===== config.mk =====
export PLATFORM = sky130hd
export DESIGN_NAME = rfid_tag_validator
export DESIGN_NICKNAME = d
export VERILOG_FILES = /design/src/rtl/parking_pkg.sv /design/src/rtl/rfid_tag_table.sv /design/src/rtl/rfid_tag_validator.sv
export SDC_FILE = /design/constraint.sdc
export NUM_CORES = 1
export LEC_CHECK = 0
export ABC_AREA = 1
export CORE_ASPECT_RATIO = 1.75
export CORE_MARGIN = 5
export CORE_UTILIZATION = 50
export CTS_BUF_LIST = sky130_fd_sc_hd__clkbuf_16
export DETAILED_ROUTE_END_ITERATION = 7
export PLACE_DENSITY_LB_ADDON = 0.2
export SYNTH_ARGS = -nofsm -noshare
export SYNTH_HDL_FRONTEND = slang
export SYNTH_SLANG_ARGS = --single-unit

===== constraint.sdc =====
create_clock -name clk -period 1.9 [get_ports clk]
set_input_delay 0.285 -clock clk [delete_from_list [all_inputs] [get_ports clk]]
set_output_delay 0.285 -clock clk [all_outputs]
set_load 0.05 [all_outputs]

===== src/rtl/parking_pkg.sv =====
// Shared types, default sizes and helpers for the parking-lot RFID blocks.
package parking_pkg;

  localparam int TAG_W_DEF          = 16;
  localparam int NUM_TAGS_DEF       = 8;
  localparam int TIMEOUT_CYCLES_DEF = 1000;

  typedef enum logic [1:0] {
    IDLE,
    COLLECT,
    LOOKUP,
    RESPOND
  } rfid_state_t;

  // Zero-extension does not change parity, so any tag up to 64 bits fits.
  function automatic logic even_parity(input logic [63:0] data);
    return ^data;
  endfunction

endpackage


===== src/rtl/rfid_tag_table.sv =====
// Whitelist of NUM_TAGS tag entries, each with a valid bit.
// Provides one write port and a combinational scan-read port.
module rfid_tag_table #(
  parameter int TAG_W    = 16,
  parameter int NUM_TAGS = 8
) (
  input  logic                        clk,
  input  logic                        resetn,
  input  logic                        wr_en,
  input  logic [$clog2(NUM_TAGS)-1:0] wr_idx,
  input  logic [TAG_W-1:0]            wr_tag,
  input  logic                        wr_valid,
  input  logic [$clog2(NUM_TAGS)-1:0] rd_idx,
  output logic [TAG_W-1:0]            rd_tag,
  output logic                        rd_valid
);

  logic [TAG_W-1:0]    tag_q [NUM_TAGS];
  logic [NUM_TAGS-1:0] valid_q;

  always_ff @(posedge clk) begin
    if (!resetn) begin
      valid_q <= '0;
    end else if (wr_en) begin
      valid_q[wr_idx] <= wr_valid;
    end
  end

  // NOTE: tag storage has no reset; a cleared valid bit makes stale contents unreachable.
  always_ff @(posedge clk) begin
    if (wr_en) begin
      tag_q[wr_idx] <= wr_tag;
    end
  end

  assign rd_tag   = tag_q[rd_idx];
  assign rd_valid = valid_q[rd_idx];

endmodule


===== src/rtl/rfid_tag_validator.sv =====
// Responder side of the RFID handshake: collects a serial tag frame and checks it against a whitelist.
// Optional build macro RFID_PARITY_CHECK_EN rejects frames with a bad even-parity bit before lookup.
module rfid_tag_validator
  import parking_pkg::*;
#(
  parameter int TAG_W          = TAG_W_DEF,
  parameter int NUM_TAGS       = NUM_TAGS_DEF,
  parameter int TIMEOUT_CYCLES = TIMEOUT_CYCLES_DEF
) (
  input  logic                        clk,
  input  logic                        resetn,
  input  logic                        ActivateRFID,
  input  logic                        rfid_bit,
  input  logic                        rfid_bit_valid,
  input  logic                        tbl_wr_en,
  input  logic [$clog2(NUM_TAGS)-1:0] tbl_wr_idx,
  input  logic [TAG_W-1:0]            tbl_wr_tag,
  input  logic                        tbl_wr_valid,
  output logic                        ValidTag,
  output logic                        ValidationFail,
  output logic [TAG_W-1:0]            tag_id,
  output logic                        busy
);

  localparam int IDX_W = $clog2(NUM_TAGS);
  localparam int BIT_W = $clog2(TAG_W + 2);
  localparam int TO_W  = $clog2(TIMEOUT_CYCLES + 1);

  localparam logic [BIT_W-1:0] FRAME_BITS = BIT_W'(TAG_W + 1);
  localparam logic [TO_W-1:0]  TO_MAX     = TO_W'(TIMEOUT_CYCLES);
  localparam logic [IDX_W-1:0] LAST_IDX   = IDX_W'(NUM_TAGS - 1);

  rfid_state_t      state_q, state_d;
  logic [TAG_W:0]   shift_q, shift_d;
  logic [BIT_W-1:0] bit_cnt_q, bit_cnt_d;
  logic [TO_W-1:0]  to_cnt_q, to_cnt_d;
  logic [IDX_W-1:0] idx_q, idx_d;
  logic [TAG_W-1:0] tag_id_q, tag_id_d;
  logic             valid_tag_q, valid_tag_d;
  logic             fail_q, fail_d;

  logic [TAG_W-1:0] rd_tag;
  logic             rd_valid;
  logic [TAG_W-1:0] frame_tag;
  logic [TO_W-1:0]  to_inc;
  logic             tbl_hit;

  assign busy           = (state_q != IDLE);
  assign ValidTag       = valid_tag_q;
  assign ValidationFail = fail_q;
  assign tag_id         = tag_id_q;

  rfid_tag_table #(
    .TAG_W    (TAG_W),
    .NUM_TAGS (NUM_TAGS)
  ) u_table (
    .clk      (clk),
    .resetn   (resetn),
    .wr_en    (tbl_wr_en && !busy),
    .wr_idx   (tbl_wr_idx),
    .wr_tag   (tbl_wr_tag),
    .wr_valid (tbl_wr_valid),
    .rd_idx   (idx_q),
    .rd_tag   (rd_tag),
    .rd_valid (rd_valid)
  );

  assign frame_tag = shift_q[TAG_W:1];
  assign tbl_hit   = rd_valid && (rd_tag == tag_id_q);
  assign to_inc    = (to_cnt_q == TO_MAX) ? to_cnt_q : to_cnt_q + 1'b1;

  // NOTE: every variable gets its default first so no path leaves one unassigned (no latches).
  always_comb begin
    state_d     = state_q;
    shift_d     = shift_q;
    bit_cnt_d   = bit_cnt_q;
    to_cnt_d    = to_cnt_q;
    idx_d       = idx_q;
    tag_id_d    = tag_id_q;
    valid_tag_d = valid_tag_q;
    fail_d      = fail_q;

    unique case (state_q)
      IDLE: begin
        if (ActivateRFID) begin
          state_d   = COLLECT;
          bit_cnt_d = '0;
          to_cnt_d  = '0;
        end
      end
      COLLECT: begin
        if (!ActivateRFID) begin
          state_d = IDLE;
        end else if (bit_cnt_q == FRAME_BITS) begin
          tag_id_d = frame_tag;
          idx_d    = '0;
`ifdef RFID_PARITY_CHECK_EN
          if (shift_q[0] != even_parity(64'(frame_tag))) begin
            state_d = RESPOND;
            fail_d  = 1'b1;
          end else begin
            state_d = LOOKUP;
          end
`else
          state_d = LOOKUP;
`endif
        end else if (rfid_bit_valid) begin
          shift_d   = {shift_q[TAG_W-1:0], rfid_bit};
          bit_cnt_d = bit_cnt_q + 1'b1;
          to_cnt_d  = '0;
        end else begin
          to_cnt_d = to_inc;
          if (to_inc == TO_MAX) begin
            state_d = RESPOND;
            fail_d  = 1'b1;
          end
        end
      end
      LOOKUP: begin
        if (!ActivateRFID) begin
          state_d = IDLE;
        end else if (tbl_hit) begin
          state_d     = RESPOND;
          valid_tag_d = 1'b1;
        end else if (idx_q == LAST_IDX) begin
          state_d = RESPOND;
          fail_d  = 1'b1;
        end else begin
          idx_d = idx_q + 1'b1;
        end
      end
      RESPOND: begin
        if (!ActivateRFID) begin
          state_d     = IDLE;
          valid_tag_d = 1'b0;
          fail_d      = 1'b0;
        end
      end
      default: state_d = IDLE;
    endcase
  end

  // NOTE: state registers use non-blocking assignment so all flops update together at the edge.
  always_ff @(posedge clk) begin
    if (!resetn) begin
      state_q     <= IDLE;
      shift_q     <= '0;
      bit_cnt_q   <= '0;
      to_cnt_q    <= '0;
      idx_q       <= '0;
      tag_id_q    <= '0;
      valid_tag_q <= 1'b0;
      fail_q      <= 1'b0;
    end else begin
      state_q     <= state_d;
      shift_q     <= shift_d;
      bit_cnt_q   <= bit_cnt_d;
      to_cnt_q    <= to_cnt_d;
      idx_q       <= idx_d;
      tag_id_q    <= tag_id_d;
      valid_tag_q <= valid_tag_d;
      fail_q      <= fail_d;
    end
  end

endmodule


======== After elaboration in Yosys (flattened, before gate mapping) ========
Memories as Yosys holds them, arrays and structs flattened. A register that Yosys moved wholly into a read port is not among the register bits.
Cells that the tools add are included.
Widths: inputs -> output; s select.
word-level totals
  bits in registers ....................... 63
  bits of input ports ..................... 26
  bits in writable memories ............... 128
  output and inout port bits .............. 19
  memories kept ........................... 1
  word-level logic and storage cells ...... 107
operators by class
  reduce and logical (&&, ||, !) cells .... 18
  equal/unequal tests ..................... 24
  bitwise logic cells ..................... 1
  magnitude comparators ................... 3
  multiplexer cells ....................... 48
  add/sub/neg operators ................... 3
memories
  memory         depth  bits a word  read ports  clocked after memory_dff  wr ports  RTL line              text
  u_table.tag_q  8      16           1           1                         1         rfid_tag_table.sv:18  logic [TAG_W-1:0] tag_q [NUM_TAGS];
operators by type and width
  cell                   number
  $mux 10                5
  $ne 2x2->1 const B     13
  $mux 3                 7
  $eq 10x10->1 const B   2
  $mux 5                 4
  $pmux 10 s2            1
  $mux 2                 9
  $eq 16x16->1           1
  $mux 1                 14
  $ne 4x4->1 const B     3
  $reduce_and 4->1       3
  $add 10x1->10 const B  1
  $pmux 5 s2             1
  $reduce_and 5->1       2
  $reduce_and 9->1       1
  $bwmux 8               1
  $lt 3x4->1 const B     2
  $pmux 2 s4             1
  $reduce_bool 2->1      4
  $pmux 3 s2             1
  $reduce_and 6->1       1
  $add 5x1->5 const B    1
  $eq 5x5->1 const B     1
  $eq 2x2->1 const B     2
  other kinds (14)       16

======== Logic depth before layout (Yosys ltp) ========
Gate-level depths: netlist of the first run.
  depth after elaboration ................. 8
  mapped depth ............................ 19
  depth with buffers taken out ............ 17

======== Modules after synthesis ========
From an unflattened synthesis of the first run, not the netlist that was laid out.
unflattened totals
  cell total of the unflattened synthesis .. 1083
  area total of the unflattened synthesis .. 9028.7 sq um
modules (own cells, without submodules)
  module              seq. area each (sq um)  area each (sq um)  times used  cells an instance
  rfid_tag_table      4003.8                  6029.5             1           634
  rfid_tag_validator  1101.1                  2999.1             1           449

======== Worst setup path after synthesis of the first run ========
OpenSTA, ideal clock, no wires.
  path kind ............................... register to register
  start ................................... reg state_q[1]
  end ..................................... mem u_table.tag_q[0][0] (enable)
  data required time ...................... 1.510 ns
  cell stages (with the launch flop) ...... 6
  data arrival time ....................... 1.612 ns
  path buffers ............................ 0
  setup slack ............................. -0.101 ns
  path through ............................ dfxtp_1 -> nor2_1 -> nand2_1 -> nor2_1 -> inv_1 -> nor2_1
between the ends
  cells in the longest elaborated chain, start to end .. 5
RTL lines
  item                          RTL line                   text
  start: declaration            rfid_tag_validator.sv:33   rfid_state_t state_q, state_d;
  start signal: assignment      rfid_tag_validator.sv:155  state_q <= state_d;
  $reduce_bool 2->1             rfid_tag_validator.sv:48   assign busy = (state_q != IDLE);
  $logic_not 1->1               rfid_tag_validator.sv:59   .wr_en (tbl_wr_en && !busy),
  $logic_and 1x1->1             rfid_tag_validator.sv:59
  $mux 1                        rfid_tag_table.sv:31       if (wr_en) begin
  $mux 1 (not written as such)  rfid_tag_table.sv:32       tag_q[wr_idx] <= wr_tag;
  end: declaration              rfid_tag_table.sv:18
No other way between the ends.

==> impl_metrics.toml, run 1 <==
[drt]
initialDrtViolationCount = 317
drc_errors = 0
viasPerCell = 5.22
wl_um = 22300
vias = 6821
drt_first_pass_iters = 5
ant_nets = 0
avgRoutedWirePerCell_um = 17.0

[hold_path]
hold_path_class = "in2reg"
whs_path_depth = 3

[critical_path]
cp_max_fo = 7
crit_required_ns = 2.23
crit_end = "idx_q[1]$_SDFFE_PN0P_"
reg2reg_to = "idx_q[1]$_SDFFE_PN0P_"
reg2reg_depth = 13
startpoint_type = "register"
worstSetupEndpointType = "register"
arrival_ns = 2.43
rrSetupSlack_ns = -0.20
critPathKind = "reg2reg"

[clock_network]
cts.htree.levels = 4
cts_hold_buf = 0
cts-root-buf = "clkbuf_16"
cts_buffers = 17
max-clock-path-buffers = 2
cts_tree = "yes"
clkTransAtPathRegs_ns = 0.07
clock_latency_ns = 0.43
clock_sinks = 194

[timing]
fin_crit_sh_pct = 111
timing.fmax_mhz = 475
setup_tns_ns = -1.72
hold_violations = 0
max_slew_margin_pct = 65.3
finalClockSkew_ns = 0.00920
rsz0062_at_grt = "true"
setup_viol = 10
setup_ws_ns = -0.203
tightest_slew_ns = 0.520
drv_slew = 0
post-route-min-period_ns = 2.10

[global_route]
grt_pass1_wl_um = 34100
grt_max_degree = 25
antenna_found_initial = 0
grt_overflow_total = 0
track_usage_pct = 22.8
grt_pass1_vias = 6757

[finish]
drive_gt1_share_pct = 19.0
seq_area_um2 = 5170
finalNetCount = 1098
nFillCells = 1413
diodes = 0
final_common_cell = "nand2_1"
multi_input_area_um2 = 3040
post-route-util_pct = 63.9
area_growth_syn_to_layout_pct = 25.8
layout_common_cells = "231 x nand2_1, 128 x edfxtp_1, 115 x inv_1"

[synthesis]
ys_ff_latch = 194
synth_area_per_cell_um2 = 8.94
synth.distinct_cells = 36
synthesis.nets = 994
synth_edf_count = 128
synth_ff_type = "edfxtp_1"
async_flop_share_pct = 0
synth_area_um2 = 8600
synth_warnings = 0
syn_inst = 962
seq_area_frac_synth_pct = 60.0

[run_status]
violations = "negative setup slack"
run_status = "finished, violations left"

[place]
dp_hpwl_um = 14600
gp_congestion = 0.890
io_buffers = 44

[floorplanning]
die_h_um = 184
ioPinCount = 45
num_rows = 63
die_w_um = 109
coreArea_um2 = 16900
dieArea_um2 = 20000
initial_core_util_pct = 50.8

[power]
power_density_nw_per_um2 = 1090
max-vdd-ir-drop_mv = 0.891
power_w = 0.0118
leakage_nw = 4.52

[flow_run]
cap_violations = 0
## sequential cells by signal, summed over array words and instances, names as in the netlist, named ones only
signal / flops
idx_q: 3
to_cnt_q: 10
state_q: 2
u_table.valid_q: 8
bit_cnt_q: 5
shift_q: 17
tag_id: 16
u_table.tag_q: 128
ValidTag: 1
ValidationFail: 1
## layout make-up
type | count | area share [%]
well taps | 227 | 2.62
clock inverters | 13 | 0.902
repair buffers | 121 | 11.9
flip-flops and latches | 194 | 47.8
inverters | 123 | 4.34
multi-input cells | 609 | 28.1
clock buffers | 19 | 4.39
## worst min path at each step
stage	start	to	slack, ns
floorplan	tbl_wr_tag[0]	u_table.tag_q[0][0]$_DFFE_PP_	0.38
CTS	rfid_bit	shift_q[0]$_SDFFE_PN0P_	0.41
global placement	ValidTag$_SDFFE_PN0P_	ValidTag$_SDFFE_PN0P_	0.45
detailed placement	ValidTag$_SDFFE_PN0P_	ValidTag$_SDFFE_PN0P_	0.45
finish	rfid_bit	shift_q[0]$_SDFFE_PN0P_	0.41
global route	rfid_bit	shift_q[0]$_SDFFE_PN0P_	0.45
## worst max-delay path: stages (launching register included)
cell and delay, ns:
dfxtp_4 0.41, buf_12 0.18, buf_16 0.14, nand2_2 0.05
nand3_1 0.10, nand3_2 0.10, nand3b_1 0.10, nand2_1 0.07
nor2_1 0.14, nand2_2 0.10, nor2_4 0.15, nand4_4 0.19
a21oi_2 0.22, nor2_1 0.05
## per-stage QoR
step / cells / hold WS [ns] / instance area (um2) / worst slack [ns]
3_3_place_gp: 1265 / 0.449 / 9770 / -0.188
5_1_grt: 1306 / 0.448 / 10800 / -0.325
3_5_place_dp: 1265 / 0.447 / 9770 / -0.210
6_report: 1306 / 0.414 / 10800 / -0.203
4_1_cts: 1303 / 0.405 / 10600 / -0.114
2_1_floorplan: 962 / 0.384 / 8600 / -0.101
## synth_stat cells, types with 2 or more instances
master | instances | area share, %
inv_1 | 118 | 5.1
buf_4 | 4 | 0.35
o21ai_0 | 41 | 2.4
a21oi_1 | 49 | 2.9
inv_2 | 5 | 0.22
nor3b_1 | 2 | 0.17
nand3b_1 | 8 | 0.70
dfxtp_1 | 66 | 15
nand4_1 | 5 | 0.36
ha_1 | 6 | 0.87
o21ai_1 | 8 | 0.47
buf_6 | 7 | 0.92
clkbuf_1 | 10 | 0.44
or2_2 | 2 | 0.15
nand3_1 | 83 | 4.8
xor2_1 | 6 | 0.61
nand2_2 | 2 | 0.15
buf_1 | 2 | 0.087
xnor2_1 | 2 | 0.20
nor2_4 | 2 | 0.26
nor3_1 | 14 | 0.81
a22oi_1 | 2 | 0.17
buf_2 | 13 | 0.76
edfxtp_1 | 128 | 45
nand2_1 | 255 | 11
nor2_1 | 112 | 4.9
## cell families after synthesis
family | synth area share [%]
XOR/XNOR | 0.814
flip-flops | 60.0
AO/OA/AOI/OAI | 6.34
AND/OR/NAND/NOR | 24.0
adder cells (fa/ha/maj) | 0.873
buffers and inverters | 7.91
## power breakdown
group          leakage, nW  switching, W  total [W]  internal [W]
logic                 2.56       0.00213    0.00353       0.00140
registers             1.69      0.000136    0.00483       0.00469
clock network        0.276       0.00160    0.00345       0.00185
total                 4.52       0.00387     0.0118       0.00794
## what timing repair did
action	CTS	global route
hold endpoints to repair	0	0
pin swaps	5	52
resized for setup	32	60
buffers inserted	2	1
gates cloned	4	2
setup endpoints to repair	16	21
## metal layers
layer	up-vias	global-route usage [%]	wire [um]
met2	185	42.6	12400
met1	3242	24.1	8150
met3	45	4.29	935
met4	0	10.6	804
met5	-	0	0
li1	3349	-	-
(Power assumes the default switching activity.)
==> inputs of run 2 (changes only) <==
- SLEW_MARGIN: default -> 0
==> results of run 2 <==
Same layout as run 1: the final DEF is identical, and so are final timing and power.
==> inputs of run 3 (changes only) <==
- SLEW_MARGIN: 0 -> 30
==> results of run 3 <==
Same layout as run 1: the final DEF is identical, and so are final timing and power.
